**src/rtl/muxpga_cfg_loader.sv**
```systemverilog
// Configuration loader for the muxpga fabric: buffers a host bitstream, shifts it
// into the fabric chain, reads it back once to verify, then hands over to run mode.
module muxpga_cfg_loader #(
  parameter int unsigned NIBBLES = 24,
  parameter int unsigned AW      = 5
) (
  input  logic          clk,
  input  logic          reset,
  input  logic          wr_en,
  input  logic [AW-1:0] wr_addr,
  input  logic [3:0]    wr_data,
  input  logic          start,
  input  logic          run_en,
  input  logic [3:0]    run_nibble,
  input  logic [7:0]    fab_out,
  output logic          fab_reset,
  output logic [3:0]    fab_nibble,
  output logic [1:0]    fab_cmd,
  output logic          busy,
  output logic          done,
  output logic          loaded,
  output logic          verify_err
);

  localparam logic [1:0]    CMD_SHIFT = 2'b00;
  localparam logic [1:0]    CMD_RUN   = 2'b01;
  localparam logic [1:0]    CMD_HOLD  = 2'b10;
  localparam logic [AW-1:0] LAST      = AW'(NIBBLES - 1);

  typedef enum logic [2:0] {
    IDLE,
    FRST,
    SHIFT,
    VERIFY,
    FIN
  } state_t;

  state_t        state, state_n;
  logic [AW-1:0] cnt, cnt_n;
  logic [3:0]    cfg_buf [NIBBLES];

  logic          last_beat;
  logic          mismatch;
  logic [3:0]    expect_nib;
  logic          err_n;
  logic          loaded_n;
  logic          fab_reset_n;
  logic [3:0]    fab_nibble_n;
  logic [1:0]    fab_cmd_n;
  logic          busy_n;
  logic          done_n;
  logic          unused_fab_out;

  assign unused_fab_out = ^fab_out[3:0];

  // Readback: the chain tail is combinational from the fabric's registered cell_cfg.
  assign last_beat  = (cnt == LAST);
  assign expect_nib = cfg_buf[LAST - cnt];
  assign mismatch   = (state == VERIFY) && (fab_out[7:4] != expect_nib);

  // Host buffer writes, accepted only while idle and in range.
  always_ff @(posedge clk) begin
    if (wr_en && (state == IDLE) && (32'(wr_addr) < NIBBLES)) begin
      cfg_buf[wr_addr] <= wr_data;
    end
  end

  // Next state, next beat and next registered outputs (computed for the next state).
  always_comb begin
    state_n      = state;
    cnt_n        = '0;
    err_n        = verify_err | mismatch;
    loaded_n     = loaded;
    fab_reset_n  = 1'b0;
    fab_cmd_n    = CMD_HOLD;
    fab_nibble_n = '0;
    busy_n       = 1'b1;
    done_n       = 1'b0;

    case (state)
      IDLE:    if (start) state_n = FRST;
      FRST:    state_n = SHIFT;
      SHIFT:   if (last_beat) state_n = VERIFY;
      VERIFY:  if (last_beat) state_n = FIN;
      FIN:     state_n = IDLE;
      default: state_n = IDLE;
    endcase

    if ((state_n == state) && ((state == SHIFT) || (state == VERIFY))) begin
      cnt_n = cnt + AW'(1);
    end

    if ((state == IDLE) && start) begin
      err_n    = 1'b0;
      loaded_n = 1'b0;
    end
    if (state_n == FIN) begin
      loaded_n = ~err_n;
    end

    case (state_n)
      IDLE: begin
        busy_n       = 1'b0;
        fab_nibble_n = run_nibble;
        if (run_en && loaded_n) fab_cmd_n = CMD_RUN;
      end
      FRST:          fab_reset_n = 1'b1;
      SHIFT, VERIFY: begin
        fab_cmd_n    = CMD_SHIFT;
        fab_nibble_n = cfg_buf[LAST - cnt_n];
      end
      FIN:           done_n = 1'b1;
      default:       busy_n = 1'b0;
    endcase
  end

  always_ff @(posedge clk) begin
    if (!reset) begin
      state      <= IDLE;
      cnt        <= '0;
      fab_reset  <= 1'b1;
      fab_cmd    <= CMD_HOLD;
      fab_nibble <= '0;
      busy       <= 1'b0;
      done       <= 1'b0;
      loaded     <= 1'b0;
      verify_err <= 1'b0;
    end else begin
      state      <= state_n;
      cnt        <= cnt_n;
      fab_reset  <= fab_reset_n;
      fab_cmd    <= fab_cmd_n;
      fab_nibble <= fab_nibble_n;
      busy       <= busy_n;
      done       <= done_n;
      loaded     <= loaded_n;
      verify_err <= err_n;
    end
  end

endmodule

```
**config.mk**
```make
export PLATFORM = sky130hd
export DESIGN_NAME = muxpga_cfg_loader
export DESIGN_NICKNAME = d
export VERILOG_FILES = /design/src/rtl/muxpga_cfg_loader.sv
export SDC_FILE = /design/constraint.sdc
export NUM_CORES = 1
export LEC_CHECK = 0
export ABC_AREA = 0
export BUFFER_PORTS_ARGS = -buffer_cell sky130_fd_sc_hd__buf_2
export CAP_MARGIN = 20
export CORE_MARGIN = 2
export CORE_UTILIZATION = 60
export CTS_CLUSTER_DIAMETER = 60
export DETAILED_ROUTE_END_ITERATION = 10
export GPL_TIMING_DRIVEN = 0
export PLACE_DENSITY = 0.79
export SYNTH_ARGS = -nofsm -noshare
export SYNTH_HDL_FRONTEND = slang
export SYNTH_SLANG_ARGS = --single-unit
```
**constraint.sdc**
```tcl
create_clock -name clk -period 4.2 [get_ports clk]
set_input_delay 0.42 -clock clk [delete_from_list [all_inputs] [get_ports clk]]
set_output_delay 0.42 -clock clk [all_outputs]
set_load 0.02 [all_outputs]
```
==> results.cfg <==
[run_status]
status = completed

[logic_synthesis]
synth.distinct_cells = 55
netlist_area_um2 = 5670
synth-seq-cells = 115
yosys_warnings = 0
yosysSeqAreaShare = 0.575
synth-edff-count = 96
avgSynthCellArea_um2 = 11.9
postSynth.asyncResetShare = 0
syn-instance-count = 478
synth_flop_cell = edfxtp_1
synth_fp_nets = 506

[detailed_routing]
wire_per_inst_um = 26.0
dr_total_vias = 4563
vias_per_cell = 7.00
dr.pass1.iters = 5
drc = 0
drtAntennaViolNets = 0
wirelength_um = 16900
drtIter0Drc = 739

[sta]
layout_min_cycle_time_ps = 2910
fin_worst_skew_ps = 7.82
fmax_mhz = 344
finalMaxSlewViolations = 0
finalSetupTns_ps = 0
worst_slew_pin_slew_ps = 658
finalCritPeriodShare = 0.692
finalHoldViolations = 0
setup_slack_ps = 1290
rsz0062_at_grt = false
relSlewSlack = 0.561
setup_viol = 0

[pwr]
ir_worst_vdd_v = 0.000417
power_frac_clock = 0.524
p_leak_nw = 2.25
comb_power_share = 0.059
switching_power_w = 0.000676
powerDensity_nw_per_um2 = 456
internal_power_w = 0.00234
power.share.switching = 0.224
pwr-share-seq = 0.417

[floorplan]
dieArea_um2 = 10300
fp.dieH_um = 101
core_area_um2 = 9200
die_w_um = 101
num_rows = 35
start_util = 0.617
io_pins = 37

[finish]
final_common_cell = edfxtp_1
final_cell_count_no_fill = 652
diodes = 0
utilization = 0.719
nets = 557
fillCellCount = 630
layout-drive-gt1-share = 0.187
syn2layout_area_growth_pct = 16.5
final_cell_area_um2 = 6610
final_cell_mix = 96 x edfxtp_1, 59 x nand2_1, 43 x buf_2

[global_route]
grt_pass1_wl_um = 25700
antenna_found_initial = 0
grt_use_total = 0.349
grt_max_degree = 25
grt-ovfl-total = 0
grt_pass1_vias = 4437

[critical_path]
start_kind = register
crit_fanout = 10
critPathKind = register to register
arrival_ps = 3320
end_kind = register
crit_required_ps = 4610

[clocking]
clock_path_buffers = 2
cts_resized = 0
cts_max_level = 4
clock_latency_ps = 520
cts_root_buffer = clkbuf_8
post_cts.repair.setup_buffers = 0
cts_made_buffers = 17
clock_sinks = 115
cts.hold.buffers_added = 0
clk_pin_slew_worst_paths_ps = 60
cts_tree = yes

[place]
dpl.cell_count = 621
dpl-instance-area_um2 = 5970
numPortBuffers = 32
pre_cts_ws_ps = 1450
dpl.hpwl_um = 11800
gp_congestion = 0.988

[min_path]
hold_class = input pin to register

[job]
drv_cap = 0
[layer usage]
layer  wire length, um  up-vias  global-route usage
li1                  -     1928                   -
met1              6360     2176               0.475
met2              7780      396               0.539
met3              2220       63              0.0904
met4               582        0               0.143
met5                 0        -                   0
[metrics by stage]
step                hold WS (ps)  power [W]
floorplan                    519    0.00138
global placement             489    0.00145
detailed placement           510    0.00145
CTS                          126    0.00301
global route                 129    0.00307
finish                       135    0.00302
[final cells by class]
type	count	area [um2]	share of cell area
clock inverter	14	225	0.0341
inverter	8	30.0	0.00454
tap	111	139	0.0210
buffer	28	156	0.0237
clock buffer	17	414	0.0626
sequential	115	3260	0.493
multi-input combinational	327	2220	0.336
timing repair buffer	32	160	0.0242
[registers in the layout, summed over array words and instances (netlist names)]
| name | count |
|---|---|
| fab_reset | 1 |
| cnt | 5 |
| busy | 1 |
| verify_err | 1 |
| done | 1 |
| fab_nibble | 4 |
| cfg_buf | 96 |
| state | 3 |
| fab_cmd | 2 |
| loaded | 1 |
[power by group through the flow]
stage               combinational [W]  sequential [W]  clock (W)
floorplan                   0.0000975         0.00129          0
global placement             0.000169         0.00128          0
detailed placement           0.000174         0.00128          0
CTS                          0.000175         0.00126    0.00158
global route                 0.000190         0.00126    0.00163
finish                       0.000179         0.00126    0.00158
[worst paths after layout]
path,from,end,slack (ps),depth (start not counted)
setup / recovery,cnt[1],fab_nibble[0],1290,10
hold / removal,run_nibble[0],fab_nibble[0],140,2
setup reg to reg,cnt[1],fab_nibble[0],1290,10
hold reg to reg,loaded,loaded,520,2
[worst max-delay path, stage by stage (launching register included)]
cell and delay [ps]:
dfxtp_1 470, ha_1 210, buf_4 180, xor2_1 140, nand2_1 200, buf_2 290, buf_1 500, nand3_1 170
a31oi_1 250, nand2_1 110, a32o_1 290
[kinds of logic after synthesis]
group / count (synthesis) / synth area share
and+or+nand+nor: 189 / 0.161
DFF: 115 / 0.575
AOI/OAI and AO/OA: 76 / 0.103
muxes: 50 / 0.108
buffers and inverters: 36 / 0.0329
xor gates and xnor gates: 10 / 0.0154
adders and majority gates: 2 / 0.00441
[Yosys cell counts, types with 7 or more instances]
cell	instances	area (um2)
edfxtp_1	96	2880
nand3_1	40	200
nand2_1	59	221
xnor2_1	8	70.1
nor3_1	9	45.0
dfxtp_1	19	380
a22oi_1	12	90.1
clkbuf_1	7	26.3
a21oi_1	14	70.1
nor2_1	42	158
buf_2	11	55.1
a221oi_1	12	105
mux2i_1	41	410
inv_1	8	30.0
mux4_2	9	203
Power figures use the tool's default switching activity.
